[src/rtl/nec_pkg.sv]
// Shared types and constants for the NEC IR decoder with frame FIFO.
package nec_pkg;

  typedef enum logic [2:0] {
    StIdle      = 3'd0,
    StLeadMark  = 3'd1,
    StLeadSpace = 3'd2,
    StBitMark   = 3'd3,
    StBitSpace  = 3'd4,
    StStopMark  = 3'd5,
    StRptMark   = 3'd6
  } nec_state_e;

  typedef struct packed {
    logic        rpt;
    logic [31:0] frame;
  } fifo_entry_t;

  localparam logic [3:0] RegCsr    = 4'h0;
  localparam logic [3:0] RegPeriod = 4'h4;
  localparam logic [3:0] RegData   = 4'h8;
  localparam logic [3:0] RegStatus = 4'hC;

  localparam int unsigned CsrEn      = 0;
  localparam int unsigned CsrIrqEn   = 1;
  localparam int unsigned CsrStrict  = 2;
  localparam int unsigned CsrFifoClr = 3;
  localparam int unsigned CsrOvf     = 8;
  localparam int unsigned CsrErr     = 9;

  // Pulse-length windows in 562.5 us units.
  localparam logic [5:0] LeadMarkMin  = 6'd14;
  localparam logic [5:0] LeadMarkMax  = 6'd18;
  localparam logic [5:0] LeadSpaceMin = 6'd7;
  localparam logic [5:0] LeadSpaceMax = 6'd9;
  localparam logic [5:0] RptSpaceMin  = 6'd3;
  localparam logic [5:0] RptSpaceMax  = 6'd5;
  localparam logic [5:0] ShortMin     = 6'd1;
  localparam logic [5:0] ShortMax     = 6'd2;
  localparam logic [5:0] OneMin       = 6'd3;
  localparam logic [5:0] OneMax       = 6'd4;

  function automatic logic in_win(logic [5:0] len, logic [5:0] lo, logic [5:0] hi);
    return (len >= lo) && (len <= hi);
  endfunction

endpackage

[src/rtl/nec_frame_fifo.sv]
// Synchronous frame FIFO; push while full is dropped, clear has priority.
module nec_frame_fifo import nec_pkg::*; #(
  parameter int unsigned Depth = 8,
  localparam int unsigned Aw   = (Depth > 1) ? $clog2(Depth) : 1
) (
  input  logic        clk_i,
  input  logic        rst_ni,
  input  logic        push_i,
  input  fifo_entry_t data_i,
  input  logic        pop_i,
  input  logic        clr_i,
  output fifo_entry_t data_o,
  output logic        full_o,
  output logic        empty_o,
  output logic [Aw:0] level_o
);

  fifo_entry_t   mem_q [Depth];
  logic [Aw-1:0] wr_ptr_q, rd_ptr_q;
  logic [Aw:0]   level_q;
  logic          do_push, do_pop;

  assign full_o  = (level_q == (Aw+1)'(Depth));
  assign empty_o = (level_q == '0);
  assign level_o = level_q;
  assign data_o  = mem_q[rd_ptr_q];
  assign do_push = push_i && !full_o;
  assign do_pop  = pop_i && !empty_o;

  always_ff @(posedge clk_i or negedge rst_ni) begin
    if (!rst_ni) begin
      wr_ptr_q <= '0;
      rd_ptr_q <= '0;
      level_q  <= '0;
    end else if (clr_i) begin
      wr_ptr_q <= '0;
      rd_ptr_q <= '0;
      level_q  <= '0;
    end else begin
      if (do_push) wr_ptr_q <= wr_ptr_q + 1'b1;
      if (do_pop)  rd_ptr_q <= rd_ptr_q + 1'b1;
      level_q <= level_q + (Aw+1)'(do_push) - (Aw+1)'(do_pop);
    end
  end

  always_ff @(posedge clk_i) begin
    if (do_push) mem_q[wr_ptr_q] <= data_i;
  end

endmodule

[src/rtl/nec_decoder_fifo.sv]
// NEC IR receiver with AXI4-Lite CSRs and a frame FIFO.
// Define NEC_EXT_ADDR_EN for 16-bit extended addresses (STRICT then checks only the command pair).
module nec_decoder_fifo import nec_pkg::*; #(
  parameter int unsigned FIFO_DEPTH     = 8,
  parameter int unsigned DEF_PERIOD     = 56250,
  parameter int unsigned GLITCH_CYC     = 16,
  parameter bit          RX_ACTIVE_HIGH = 1'b1
) (
  input  logic        S_AXI_ACLK,
  input  logic        S_AXI_ARESETN,
  input  logic        data_rx,
  output logic        irq,
  input  logic [3:0]  S_AXI_AWADDR,
  input  logic        S_AXI_AWVALID,
  output logic        S_AXI_AWREADY,
  input  logic [31:0] S_AXI_WDATA,
  input  logic [3:0]  S_AXI_WSTRB,
  input  logic        S_AXI_WVALID,
  output logic        S_AXI_WREADY,
  output logic [1:0]  S_AXI_BRESP,
  output logic        S_AXI_BVALID,
  input  logic        S_AXI_BREADY,
  input  logic [3:0]  S_AXI_ARADDR,
  input  logic        S_AXI_ARVALID,
  output logic        S_AXI_ARREADY,
  output logic [31:0] S_AXI_RDATA,
  output logic [1:0]  S_AXI_RRESP,
  output logic        S_AXI_RVALID,
  input  logic        S_AXI_RREADY
);

  localparam int unsigned Aw = (FIFO_DEPTH > 1) ? $clog2(FIFO_DEPTH) : 1;
  localparam int unsigned Gw = $clog2(GLITCH_CYC + 1);
  localparam logic RxIdle = !RX_ACTIVE_HIGH;
`ifdef NEC_EXT_ADDR_EN
  localparam logic ExtAddr = 1'b1;
`else
  localparam logic ExtAddr = 1'b0;
`endif

  logic [1:0]    sync_q;
  logic          filt_q, mark_q, mark, rise, fall;
  logic [Gw-1:0] glitch_q;
  logic [19:0]   sub_q, period_q;
  logic [4:0]    unit_q, bits_q, bits_d;
  logic [5:0]    len;
  nec_state_e    state_q, state_d;
  logic [31:0]   shreg_q, shreg_d, last_q, rd_data, rdata_q;
  logic          have_last_q, push, store, err_set, fail, pair_ok;
  fifo_entry_t   push_entry, head;
  logic          fifo_full, fifo_empty, fifo_clr, fifo_pop;
  logic [Aw:0]   fifo_level;
  logic          en_q, irq_en_q, strict_q, ovf_q, err_q, irq_q;
  logic          awready_q, bvalid_q, arready_q, rvalid_q, rvalid_d, wr_fire, rd_fire, wr_csr;
  logic          unused_wr;

  assign unused_wr = ^{S_AXI_WSTRB, S_AXI_WDATA[31:20]};

  // Input conditioning: synchroniser, glitch filter, polarity fix.
  always_ff @(posedge S_AXI_ACLK or negedge S_AXI_ARESETN) begin
    if (!S_AXI_ARESETN) begin
      sync_q   <= {2{RxIdle}};
      filt_q   <= RxIdle;
      glitch_q <= '0;
      mark_q   <= 1'b0;
    end else begin
      sync_q <= {sync_q[0], data_rx};
      mark_q <= mark;
      if (sync_q[1] == filt_q) begin
        glitch_q <= '0;
      end else if (glitch_q == Gw'(GLITCH_CYC - 1)) begin
        filt_q   <= sync_q[1];
        glitch_q <= '0;
      end else begin
        glitch_q <= glitch_q + 1'b1;
      end
    end
  end

  assign mark = filt_q ^ RxIdle;
  assign rise = mark && !mark_q;
  assign fall = !mark && mark_q;
  assign len  = {1'b0, unit_q} + 6'(sub_q >= {1'b0, period_q[19:1]});

`ifdef NEC_EXT_ADDR_EN
  assign pair_ok = (shreg_q[31:24] == ~shreg_q[23:16]);
`else
  assign pair_ok = (shreg_q[31:24] == ~shreg_q[23:16]) && (shreg_q[15:8] == ~shreg_q[7:0]);
`endif

  always_comb begin
    state_d    = state_q;
    bits_d     = bits_q;
    shreg_d    = shreg_q;
    push       = 1'b0;
    push_entry = '0;
    store      = 1'b0;
    err_set    = 1'b0;
    fail       = 1'b0;
    case (state_q)
      StIdle:      if (rise) state_d = StLeadMark;
      StLeadMark:  if (fall) begin
        if (in_win(len, LeadMarkMin, LeadMarkMax)) state_d = StLeadSpace;
        else fail = 1'b1;
      end
      StLeadSpace: if (rise) begin
        if (in_win(len, LeadSpaceMin, LeadSpaceMax)) begin
          state_d = StBitMark;
          bits_d  = '0;
        end else if (in_win(len, RptSpaceMin, RptSpaceMax)) begin
          state_d = StRptMark;
        end else fail = 1'b1;
      end
      StBitMark:   if (fall) begin
        if (in_win(len, ShortMin, ShortMax)) state_d = StBitSpace;
        else fail = 1'b1;
      end
      StBitSpace:  if (rise) begin
        if (in_win(len, ShortMin, ShortMax) || in_win(len, OneMin, OneMax)) begin
          shreg_d = {in_win(len, OneMin, OneMax), shreg_q[31:1]};
          bits_d  = bits_q + 5'd1;
          state_d = (bits_q == 5'd31) ? StStopMark : StBitMark;
        end else fail = 1'b1;
      end
      StStopMark:  if (fall) begin
        if (!in_win(len, ShortMin, ShortMax)) fail = 1'b1;
        else begin
          state_d = StIdle;
          if (strict_q && !pair_ok) err_set = 1'b1;
          else begin
            push       = 1'b1;
            push_entry = '{rpt: 1'b0, frame: shreg_q};
            store      = 1'b1;
          end
        end
      end
      StRptMark:   if (fall) begin
        if (!in_win(len, ShortMin, ShortMax)) fail = 1'b1;
        else begin
          state_d    = StIdle;
          push       = have_last_q;
          push_entry = '{rpt: 1'b1, frame: last_q};
        end
      end
      default:     state_d = StIdle;
    endcase
    if (state_q != StIdle && !mark && unit_q == 5'd31) fail = 1'b1;
    if (fail) begin
      err_set = 1'b1;
      state_d = StIdle;
    end
    if (!en_q) begin
      state_d = StIdle;
      push    = 1'b0;
      store   = 1'b0;
      err_set = 1'b0;
    end
  end

  always_ff @(posedge S_AXI_ACLK or negedge S_AXI_ARESETN) begin
    if (!S_AXI_ARESETN) begin
      state_q     <= StIdle;
      bits_q      <= '0;
      shreg_q     <= '0;
      last_q      <= '0;
      have_last_q <= 1'b0;
      sub_q       <= '0;
      unit_q      <= '0;
    end else begin
      state_q <= state_d;
      bits_q  <= bits_d;
      shreg_q <= shreg_d;
      if (store) last_q <= shreg_q;
      if (!en_q)      have_last_q <= 1'b0;
      else if (store) have_last_q <= 1'b1;
      if (rise || fall) begin
        sub_q  <= '0;
        unit_q <= '0;
      end else if (sub_q >= period_q - 20'd1) begin
        sub_q <= '0;
        if (unit_q != 5'd31) unit_q <= unit_q + 5'd1;
      end else begin
        sub_q <= sub_q + 20'd1;
      end
    end
  end

  nec_frame_fifo #(.Depth(FIFO_DEPTH)) u_fifo (
    .clk_i   (S_AXI_ACLK),
    .rst_ni  (S_AXI_ARESETN),
    .push_i  (push),
    .data_i  (push_entry),
    .pop_i   (fifo_pop),
    .clr_i   (fifo_clr),
    .data_o  (head),
    .full_o  (fifo_full),
    .empty_o (fifo_empty),
    .level_o (fifo_level)
  );

  assign wr_fire  = awready_q && S_AXI_AWVALID && S_AXI_WVALID;
  assign rd_fire  = arready_q && S_AXI_ARVALID;
  assign wr_csr   = wr_fire && (S_AXI_AWADDR == RegCsr);
  assign fifo_clr = wr_csr && S_AXI_WDATA[CsrFifoClr];
  assign fifo_pop = rd_fire && (S_AXI_ARADDR == RegData) && !fifo_empty;
  assign rvalid_d = rd_fire ? 1'b1 : (S_AXI_RREADY ? 1'b0 : rvalid_q);

  always_comb begin
    rd_data = '0;
    case (S_AXI_ARADDR)
      RegCsr:    rd_data = {8'h0, 8'(fifo_level), 6'h0, err_q, ovf_q, 5'h0, strict_q, irq_en_q, en_q};
      RegPeriod: rd_data = {12'h0, period_q};
      RegData:   rd_data = fifo_empty ? 32'h0 : head.frame;
      RegStatus: rd_data = {28'h0, ExtAddr, fifo_full, fifo_empty, !fifo_empty && head.rpt};
      default:   rd_data = '0;
    endcase
  end

  always_ff @(posedge S_AXI_ACLK or negedge S_AXI_ARESETN) begin
    if (!S_AXI_ARESETN) begin
      awready_q <= 1'b0;
      bvalid_q  <= 1'b0;
      arready_q <= 1'b0;
      rvalid_q  <= 1'b0;
      rdata_q   <= '0;
      en_q      <= 1'b0;
      irq_en_q  <= 1'b0;
      strict_q  <= 1'b0;
      ovf_q     <= 1'b0;
      err_q     <= 1'b0;
      irq_q     <= 1'b0;
      period_q  <= 20'(DEF_PERIOD);
    end else begin
      awready_q <= !awready_q && S_AXI_AWVALID && S_AXI_WVALID && !bvalid_q;
      if (wr_fire)           bvalid_q <= 1'b1;
      else if (S_AXI_BREADY) bvalid_q <= 1'b0;
      rvalid_q  <= rvalid_d;
      arready_q <= !rvalid_d;
      if (rd_fire) rdata_q <= rd_data;
      if (wr_csr) begin
        en_q     <= S_AXI_WDATA[CsrEn];
        irq_en_q <= S_AXI_WDATA[CsrIrqEn];
        strict_q <= S_AXI_WDATA[CsrStrict];
      end
      if (wr_fire && S_AXI_AWADDR == RegPeriod) period_q <= S_AXI_WDATA[19:0];
      // A new event wins over a same-cycle W1C.
      ovf_q <= (push && fifo_full) || (ovf_q && !(wr_csr && S_AXI_WDATA[CsrOvf]));
      err_q <= err_set || (err_q && !(wr_csr && S_AXI_WDATA[CsrErr]));
      irq_q <= irq_en_q && (!fifo_empty || ovf_q || err_q);
    end
  end

  assign irq           = irq_q;
  assign S_AXI_AWREADY = awready_q;
  assign S_AXI_WREADY  = awready_q;
  assign S_AXI_BVALID  = bvalid_q;
  assign S_AXI_BRESP   = 2'b00;
  assign S_AXI_ARREADY = arready_q;
  assign S_AXI_RVALID  = rvalid_q;
  assign S_AXI_RDATA   = rdata_q;
  assign S_AXI_RRESP   = 2'b00;

endmodule

[config.mk]
export PLATFORM = sky130hd
export DESIGN_NAME = nec_decoder_fifo
export DESIGN_NICKNAME = d
export VERILOG_FILES = /design/src/rtl/nec_pkg.sv /design/src/rtl/nec_frame_fifo.sv /design/src/rtl/nec_decoder_fifo.sv
export SDC_FILE = /design/constraint.sdc
export NUM_CORES = 1
export LEC_CHECK = 0
export BUFFER_PORTS_ARGS = -buffer_cell sky130_fd_sc_hd__buf_2
export CORE_MARGIN = 8
export CORE_UTILIZATION = 30
export DETAILED_ROUTE_END_ITERATION = 7
export PLACE_DENSITY = 0.46
export SLEW_MARGIN = 25
export SYNTH_ARGS = -nofsm -noshare
export SYNTH_HDL_FRONTEND = slang
export SYNTH_SLANG_ARGS = --single-unit
[constraint.sdc]
create_clock -name S_AXI_ACLK -period 16 [get_ports S_AXI_ACLK]
set_input_delay 0.8 -clock S_AXI_ACLK [delete_from_list [all_inputs] [get_ports S_AXI_ACLK]]
set_output_delay 0.8 -clock S_AXI_ACLK [all_outputs]
set_load 0.01 [all_outputs]
Yosys cells after proc, flatten, opt, wreduce, memory -nomap -nowiden
Memory sizes are Yosys's and may differ from the RTL's.
Index checks and enable logic that the tools add are counted.
{"block": "word_totals", "word_cells": 225, "ram_bits": 264, "memories": 1, "inputBits": 52, "output_inout_bits": 42, "reg_bits": 179}
{"block": "op_classes", "addsub": 10, "order_cmp": 11, "n_bitwise": 3, "reduce_logical": 65, "n_eq_ne": 34, "muxes": 75}
{"memory": "u_fifo.mem_q", "depth": 8, "width": 33, "read_ports": 1, "rd_clocked_by_memory_dff": 0, "wr": 1, "line_no": "nec_frame_fifo.sv:18", "source": "fifo_entry_t mem_q [Depth];"}
{"cell": "$mux W32", "count": 4}
{"cell": "$pmux W32 S4", "count": 1}
{"cell": "$mux W33", "count": 2}
{"cell": "$pmux W33 S2", "count": 1}
{"cell": "$mux W3", "count": 19}
{"cell": "$mux W5", "count": 9}
{"cell": "$mux W20", "count": 2}
{"cell": "$ne A4 B4 Y1 const B", "count": 9}
{"cell": "$mux W1", "count": 32}
{"cell": "$logic_and A1 B1 Y1", "count": 31}
{"cell": "$add A20 B1 Y20 const B", "count": 1}
{"cell": "$ge A20 B19 Y1", "count": 1}
{"cell": "$ge A20 B20 Y1", "count": 1}
{"cell": "$sub A20 B1 Y20 const B", "count": 1}
{"cell": "$pmux W3 S6", "count": 1}
{"cell": "$eq A8 B8 Y1", "count": 2}
{"cell": "$not A8 Y8", "count": 2}
{"cell": "$add A5 B1 Y5 const B", "count": 3}
{"cell": "$eq A4 B4 Y1 const B", "count": 3}
{"cell": "$le A6 B3 Y1 const B", "count": 2}
{"cell": "$logic_not A4 Y1", "count": 3}
{"cell": "$reduce_bool A2 Y1", "count": 6}
{"cell": "$reduce_and A11 Y1", "count": 1}
{"cell": "$eq A5 B5 Y1 const B", "count": 2}
{"cell": "other kinds (34)", "count": 59}

Longest topological paths before layout
{"block": "logic_depth", "ltp_word": 14, "depth_mapped": 22, "mapped_depth_nobuf": 21}

Hierarchy
Synthesis repeated with hierarchy kept, for this count alone.
{"block": "unflattened", "hier_cells": 1308, "area_unflattened_um2": 20089.3}
{"module": "nec_frame_fifo", "seq_area_each_um2": 8177.8, "cells_each": 456, "area_each_um2": 10785.3, "n_inst": 1}
{"module": "nec_decoder_fifo", "seq_area_each_um2": 4242.8, "cells_each": 852, "area_each_um2": 9303.9, "n_inst": 1}

Least setup slack after synthesis
No wires, ideal clock.
{"block": "synth_timing", "kind": "reg-to-reg", "startpoint": "register period_q[14]", "endpoint": "memory u_fifo.mem_q[0][0] (netlist bit) (enable)", "period_less_slack_ps": 6526, "setup_time_ps": 464, "required_time_ps": 15536, "n_path_buf": 1, "slack_ps": 9474, "path_stages_with_launch": 19, "arrival_time_ps": 6062, "path_cell_list": "dfstp_2 > inv_1 > ha_1 > a21o_1 > a21o_1 > a21oi_1 > nor2_1 > a2111oi_0 > o211ai_1 > ha_1 > ha_1 > buf_2 > nand2_1 > nand3_2 > nor4_2 > and2_1 > o211a_4 > nand2b_1 > nor3_1"}
{"block": "synth_via", "elab_chain_len": 11, "word_cells_on_any_way": 14, "classes_between": "add/sub: 1; order compare: 3; mux: 8; reduce/logical: 2"}
{"item": "start: declaration", "line_no": "nec_decoder_fifo.sv:44", "source": "logic [19:0] sub_q, period_q;"}
{"item": "start signal: assignment", "line_no": "nec_decoder_fifo.sv:232", "source": "period_q <= 20'(DEF_PERIOD);"}
{"item": "start signal: assignment", "line_no": "nec_decoder_fifo.sv:245", "source": "if (wr_fire && S_AXI_AWADDR == RegPeriod) period_q <= S_AXI_WDATA[19:0];"}
{"item": "$ge A20 B19 Y1 *", "line_no": "nec_decoder_fifo.sv:83", "source": "assign len = {1'b0, unit_q} + 6'(sub_q >= {1'b0, period_q[19:1]});"}
{"item": "$add A5 B1 Y6 *", "line_no": "nec_decoder_fifo.sv:83"}
{"item": "$ge A6 B1 Y1 or $le A6 B2 Y1 (tied branches)", "line_no": "nec_pkg.sv:44", "source": "return (len >= lo) && (len <= hi);"}
{"item": "$logic_and A1 B1 Y1 *", "line_no": "nec_pkg.sv:44"}
{"item": "$mux W1 (on tied branches)", "line_no": "nec_decoder_fifo.sv:138, nec_decoder_fifo.sv:126"}
{"item": "$mux W1 (on tied branches)", "line_no": "nec_decoder_fifo.sv:137, nec_decoder_fifo.sv:125"}
{"item": "$pmux W1 S2 *", "line_no": "nec_decoder_fifo.sv:100", "source": "case (state_q)"}
{"item": "$mux W1 *", "line_no": "nec_decoder_fifo.sv:152", "source": "if (!en_q) begin"}
{"item": "$logic_and A1 B1 Y1 *", "line_no": "nec_frame_fifo.sv:27", "source": "assign do_push = push_i && !full_o;"}
{"item": "$mux W1 *", "line_no": "nec_frame_fifo.sv:47", "source": "if (do_push) mem_q[wr_ptr_q] <= data_i;"}
{"item": "$mux W1 (not written as such) *", "line_no": "nec_frame_fifo.sv:47"}
{"item": "end: declaration", "line_no": "nec_frame_fifo.sv:18"}
Mark *: on every way between the ends. The rest lies on a longest branch, timed or not.

Worst setup path in the final report
{"block": "layout_timing", "startpoint": "register period_q[14]", "endpoint": "memory u_fifo.mem_q[2][6] (netlist bit) (enable)"}
Same word-level chain as after synthesis.

==> reports/summary.txt <==
ROUTE
---------------------------------------------------------------------------------
WL/cell                                                                   20.2 um
Remaining antenna violation count after routing                                 0
DRC errors left                                                                 0
Ratio of routed vias to standard cells                                       4.81
Wire length after detailed routing                                       46500 um
Via count                                                                   11100
First DRT Iteration DRCs                                                      703
DR pass1 iterations                                                             6

STA
---------------------------------------------------------------------------------
Slew Viols, Final                                                               0
Final Cycle Share                                                           0.389
Worst-margin pin slew                                                    0.991 ns
Post-Route Skew                                                         0.0182 ns
Unrepaired setup endpoints after global routing                                no
Rel. slew slack                                                             0.337
Final Hold Vio Count                                                            0
Count of final setup violators                                                  0
Maximum frequency from static timing analysis                             161 MHz
Final worst path period need                                              6.22 ns
Total negative slack                                                         0 ns

CLOCK TREE
---------------------------------------------------------------------------------
Buffer depth of the longest clock path                                          3
TritonCTS Buffers                                                              48
Clock root buffer                                                    sky130_fd_sc_hd__clkbuf_16
Post-cts resize count                                                           0
Maximum level of the CTS H-tree                                                 2
Count of hold-fix buffers inserted at cts                                       0
Count of clock tree sinks                                                     443
Later-pin clock latency in the skew report                                0.59 ns
CTS tree                                                                     done
Buffers inserted by post-CTS timing repair                                      0
Register clock-pin slew on the reported worst setup and hold paths        0.06 ns

CRITICAL PATH
---------------------------------------------------------------------------------
Kind of end point of the critical path                                   register
Sum of buffers and inverters on the critical path                               3
Worst endpoint data arrival time                                          6.45 ns
Delay of the slowest cell on the worst path                               0.58 ns
Crit Path Category                                                        reg2reg
Biggest fanout along the worst timing path                                     37
Data required time of the worst path                                     16.23 ns
Critical Path Most Common Cell                                       sky130_fd_sc_hd__ha_1
Element type at the critical path start                                  register
Top delay family on crit path                                        compound AO/OA/AOI/OAI gates
Cell-by-cell trace of the critical path                              inv_1 > ha_1 > a21o_1 > a21o_1 > a21oi_1 > nor2_1 > a2111oi_0 > o211ai_1 > ha_1 > ha_1 > or2_2 > nand3_2 > nor4_2 > a21boi_4 > buf_4 > o211a_4 > nand2b_1 > nor2_4 > buf_4
Crit path max-delay cell type                                        sky130_fd_sc_hd__dfstp_2

GRT
---------------------------------------------------------------------------------
Antenna violations before repair                                                1
Total global routing track utilization                                      0.124
Wire length of the first global-routing pass                             71500 um
Pin count of the biggest net entering global routing                           69
Remaining global-route overflow                                                 0
Via count of the first global-routing pass                                  11400

FLOW RUN
---------------------------------------------------------------------------------
Max-cap violation count                                                         0

MIN PATH
---------------------------------------------------------------------------------
Kind of path behind the tightest hold check                              in2async

SYNTH
---------------------------------------------------------------------------------
Area fraction of the dominant cell type after synthesis                     0.400
Biggest area consumer among synthesized cells                        sky130_fd_sc_hd__edfxtp_1
Number of flops mapped to enable cells by yosys                               264
Largest family of logic cells by synthesized area                    multiplexers
Synthesized netlist cell count                                               1321
Leading cell types by total area after synthesis                     sky130_fd_sc_hd__edfxtp_1 40%, sky130_fd_sc_hd__dfrtp_1 21%, sky130_fd_sc_hd__mux4_2 7.6%, sky130_fd_sc_hd__ha_1 3.7%, sky130_fd_sc_hd__mux2_2 3.6%
Top post-synthesis cells by count                                    264 x sky130_fd_sc_hd__edfxtp_1, 168 x sky130_fd_sc_hd__dfrtp_1, 76 x sky130_fd_sc_hd__nor2_1
Post-synthesis instance area                                          19800 sq um
Synthesized-area fraction occupied by ao, oa, aoi and oai cells            0.0640
Prevailing post-synth register cell                                  sky130_fd_sc_hd__edfxtp_1
Share of synthesized area spent on multiplexers                             0.152
Sequential fraction of the synthesis area                                   0.627
Area share of xor/xnor cells in the synthesized design                     0.0269
Fraction of registers with async set or reset after synthesis               0.404
Adder-cell share of the synthesized area                                   0.0376
Per-instance average area after synthesis                              15.0 sq um
Total number of yosys warnings                                                  0
Number of synthesized register bits                                           443
Dominant cell by count in the synthesized netlist                    sky130_fd_sc_hd__edfxtp_1
Yosys cell types                                                               65
Simple-gate share of the synthesized area                                  0.0663

PLACE
---------------------------------------------------------------------------------
DP Wirelength                                                            29400 um
I/O Buffers                                                                    73
Global placer's final weighted congestion                                   0.748

LAYOUT
---------------------------------------------------------------------------------
Nets                                                                         1513
Layout Area Growth over Synthesis                                           14.7%
Antenna cells                                                                   0
Layout cell share with drive strength beyond 1                              0.248

FLOORPLANNING
---------------------------------------------------------------------------------
Site row count                                                                 94
Effective utilization at floorplan                                          0.302
DIE AREA                                                              74600 sq um
Vertical extent of the die                                                 273 um
Die span in x                                                              273 um
I/O pin count                                                                  94
Area of the core                                                      65600 sq um

POWER
---------------------------------------------------------------------------------
Total power per unit cell area                                        120 nW/um^2
Worst ir drop on vdd                                                  0.0000669 V
Leakage power total                                                       8.14 nW
Design Power                                                            0.00272 W

STATUS
---------------------------------------------------------------------------------
Status                                                                  completed

==> per-stage QoR <==
step / instance area (sq um) / hold WS (ns) / setup slack, ns / utilization / std cells
finish: 22700 / 0.149 / 9.78 / 0.347 / 2305
global route: 22700 / 0.165 / 9.12 / 0.347 / 2305
CTS: 22700 / 0.157 / 9.66 / 0.347 / 2305
detailed placement: 21200 / 0.353 / 9.67 / 0.323 / 2216
global placement: 21200 / 0.353 / 9.70 / 0.323 / 2216
floorplan: 19800 / 0.331 / 9.47 / - / 1324
==> registers in the layout, indices dropped and copies added (netlist names), 2 cells and up <==
| name | flops |
|---|---|
| period_q | 20 |
| u_fifo.level_o | 4 |
| glitch_q | 5 |
| state_q | 3 |
| u_fifo.mem_q | 264 |
| u_fifo.rd_ptr_q | 3 |
| bits_q | 5 |
| sync_q | 2 |
| unit_q | 5 |
| shreg_q | 32 |
| S_AXI_RDATA | 32 |
| u_fifo.wr_ptr_q | 3 |
| sub_q | 20 |
| last_q | 32 |
==> cell families (layout without fill, tap and decap cells) <==
group / Yosys count / in the layout
AOI/OAI and AO/OA: 181 / 181
and+or+nand+nor: 270 / 270
DFF: 443 / 443
adders and majority gates: 59 / 59
buffers and inverters: 111 / 228
xor gates and xnor gates: 61 / 61
muxes: 195 / 195
other: 1 / 4
==> power breakdown <==
part	switching, W	leakage, nW	total, W	internal, W
Sequential	0.0000695	4.20	0.00130	0.00123
Clock	0.000459	0.756	0.00109	0.000631
Combinational	0.000172	3.18	0.000329	0.000156
Total	0.000701	8.14	0.00272	0.00202
==> cell usage in the layout, fill, tap and decap left out, drive strengths merged, types with 4 or more instances in the layout <==
cell type	n
a222oi	7
and2	4
a21o	16
mux2	93
mux2i	35
nor3b	4
nor4	13
o21ai	53
xor2	16
nand2	72
a22o	36
dfrtp	168
nor2	76
nand2b	11
dfstp	11
a21oi	31
nand4	13
and3	12
a211oi	4
conb	4
xnor2	45
or3	6
nor2b	10
buf	95
clkbuf	64
clkinv	21
nand3	27
edfxtp	264
nor3	14
inv	44
mux4	67
ha	58
==> worst register-to-register path: cells and delay by family (launching register included) <==
| family | cells | cell delay, ns |
|---|---|---|
| AO/OA/AOI/OAI | 7 | 1.67 |
| flip-flops | 1 | 0.58 |
| adder cells (fa/ha/maj) | 3 | 1.11 |
| AND/OR/NAND/NOR | 6 | 1.48 |
| buffers and inverters | 3 | 1.03 |
==> per-layer routing <==
layer / routed length [um] / GRT usage / vias to the layer above
met1: 21800 / 0.168 / 5691
met4: 1200 / 0.0371 / 2
li1: - / - / 5167
met2: 21800 / 0.200 / 172
met3: 1730 / 0.0223 / 66
met5: 13 / 0 / -
==> final timing paths <==
check | start | endpoint | slack (ns) | cells past startpoint
min in group S_AXI_ACLK | data_rx | sync_q[0]$_DFF_PN0_ | 0.33 | 1
max | period_q[14]$_DFFE_PN1P_ | u_fifo.mem_q[2][6]$_DFFE_PP_ | 9.78 | 19
max reg2reg | period_q[14]$_DFFE_PN1P_ | u_fifo.mem_q[2][6]$_DFFE_PP_ | 9.78 | 19
max in group asynchronous | S_AXI_ARESETN | u_fifo.rd_ptr_q[0]$_DFFE_PN0P_ | 14.52 | 2
min reg2reg | sync_q[0]$_DFF_PN0_ | sync_q[1]$_DFF_PN0_ | 0.36 | 0
min | S_AXI_ARESETN | sync_q[0]$_DFF_PN0_ | 0.15 | 1
==> area by class of cell <==
cell class / count / area [sq um]
timing repair buffer: 96 / 551
multi-input combinational: 770 / 6970
sequential: 443 / 12400
clock buffer: 63 / 1320
fill: 6336 / 42900
inverter: 43 / 161
tap: 864 / 1080
clock inverter: 26 / 236
No activity file was read; power rests on OpenSTA's default activity.
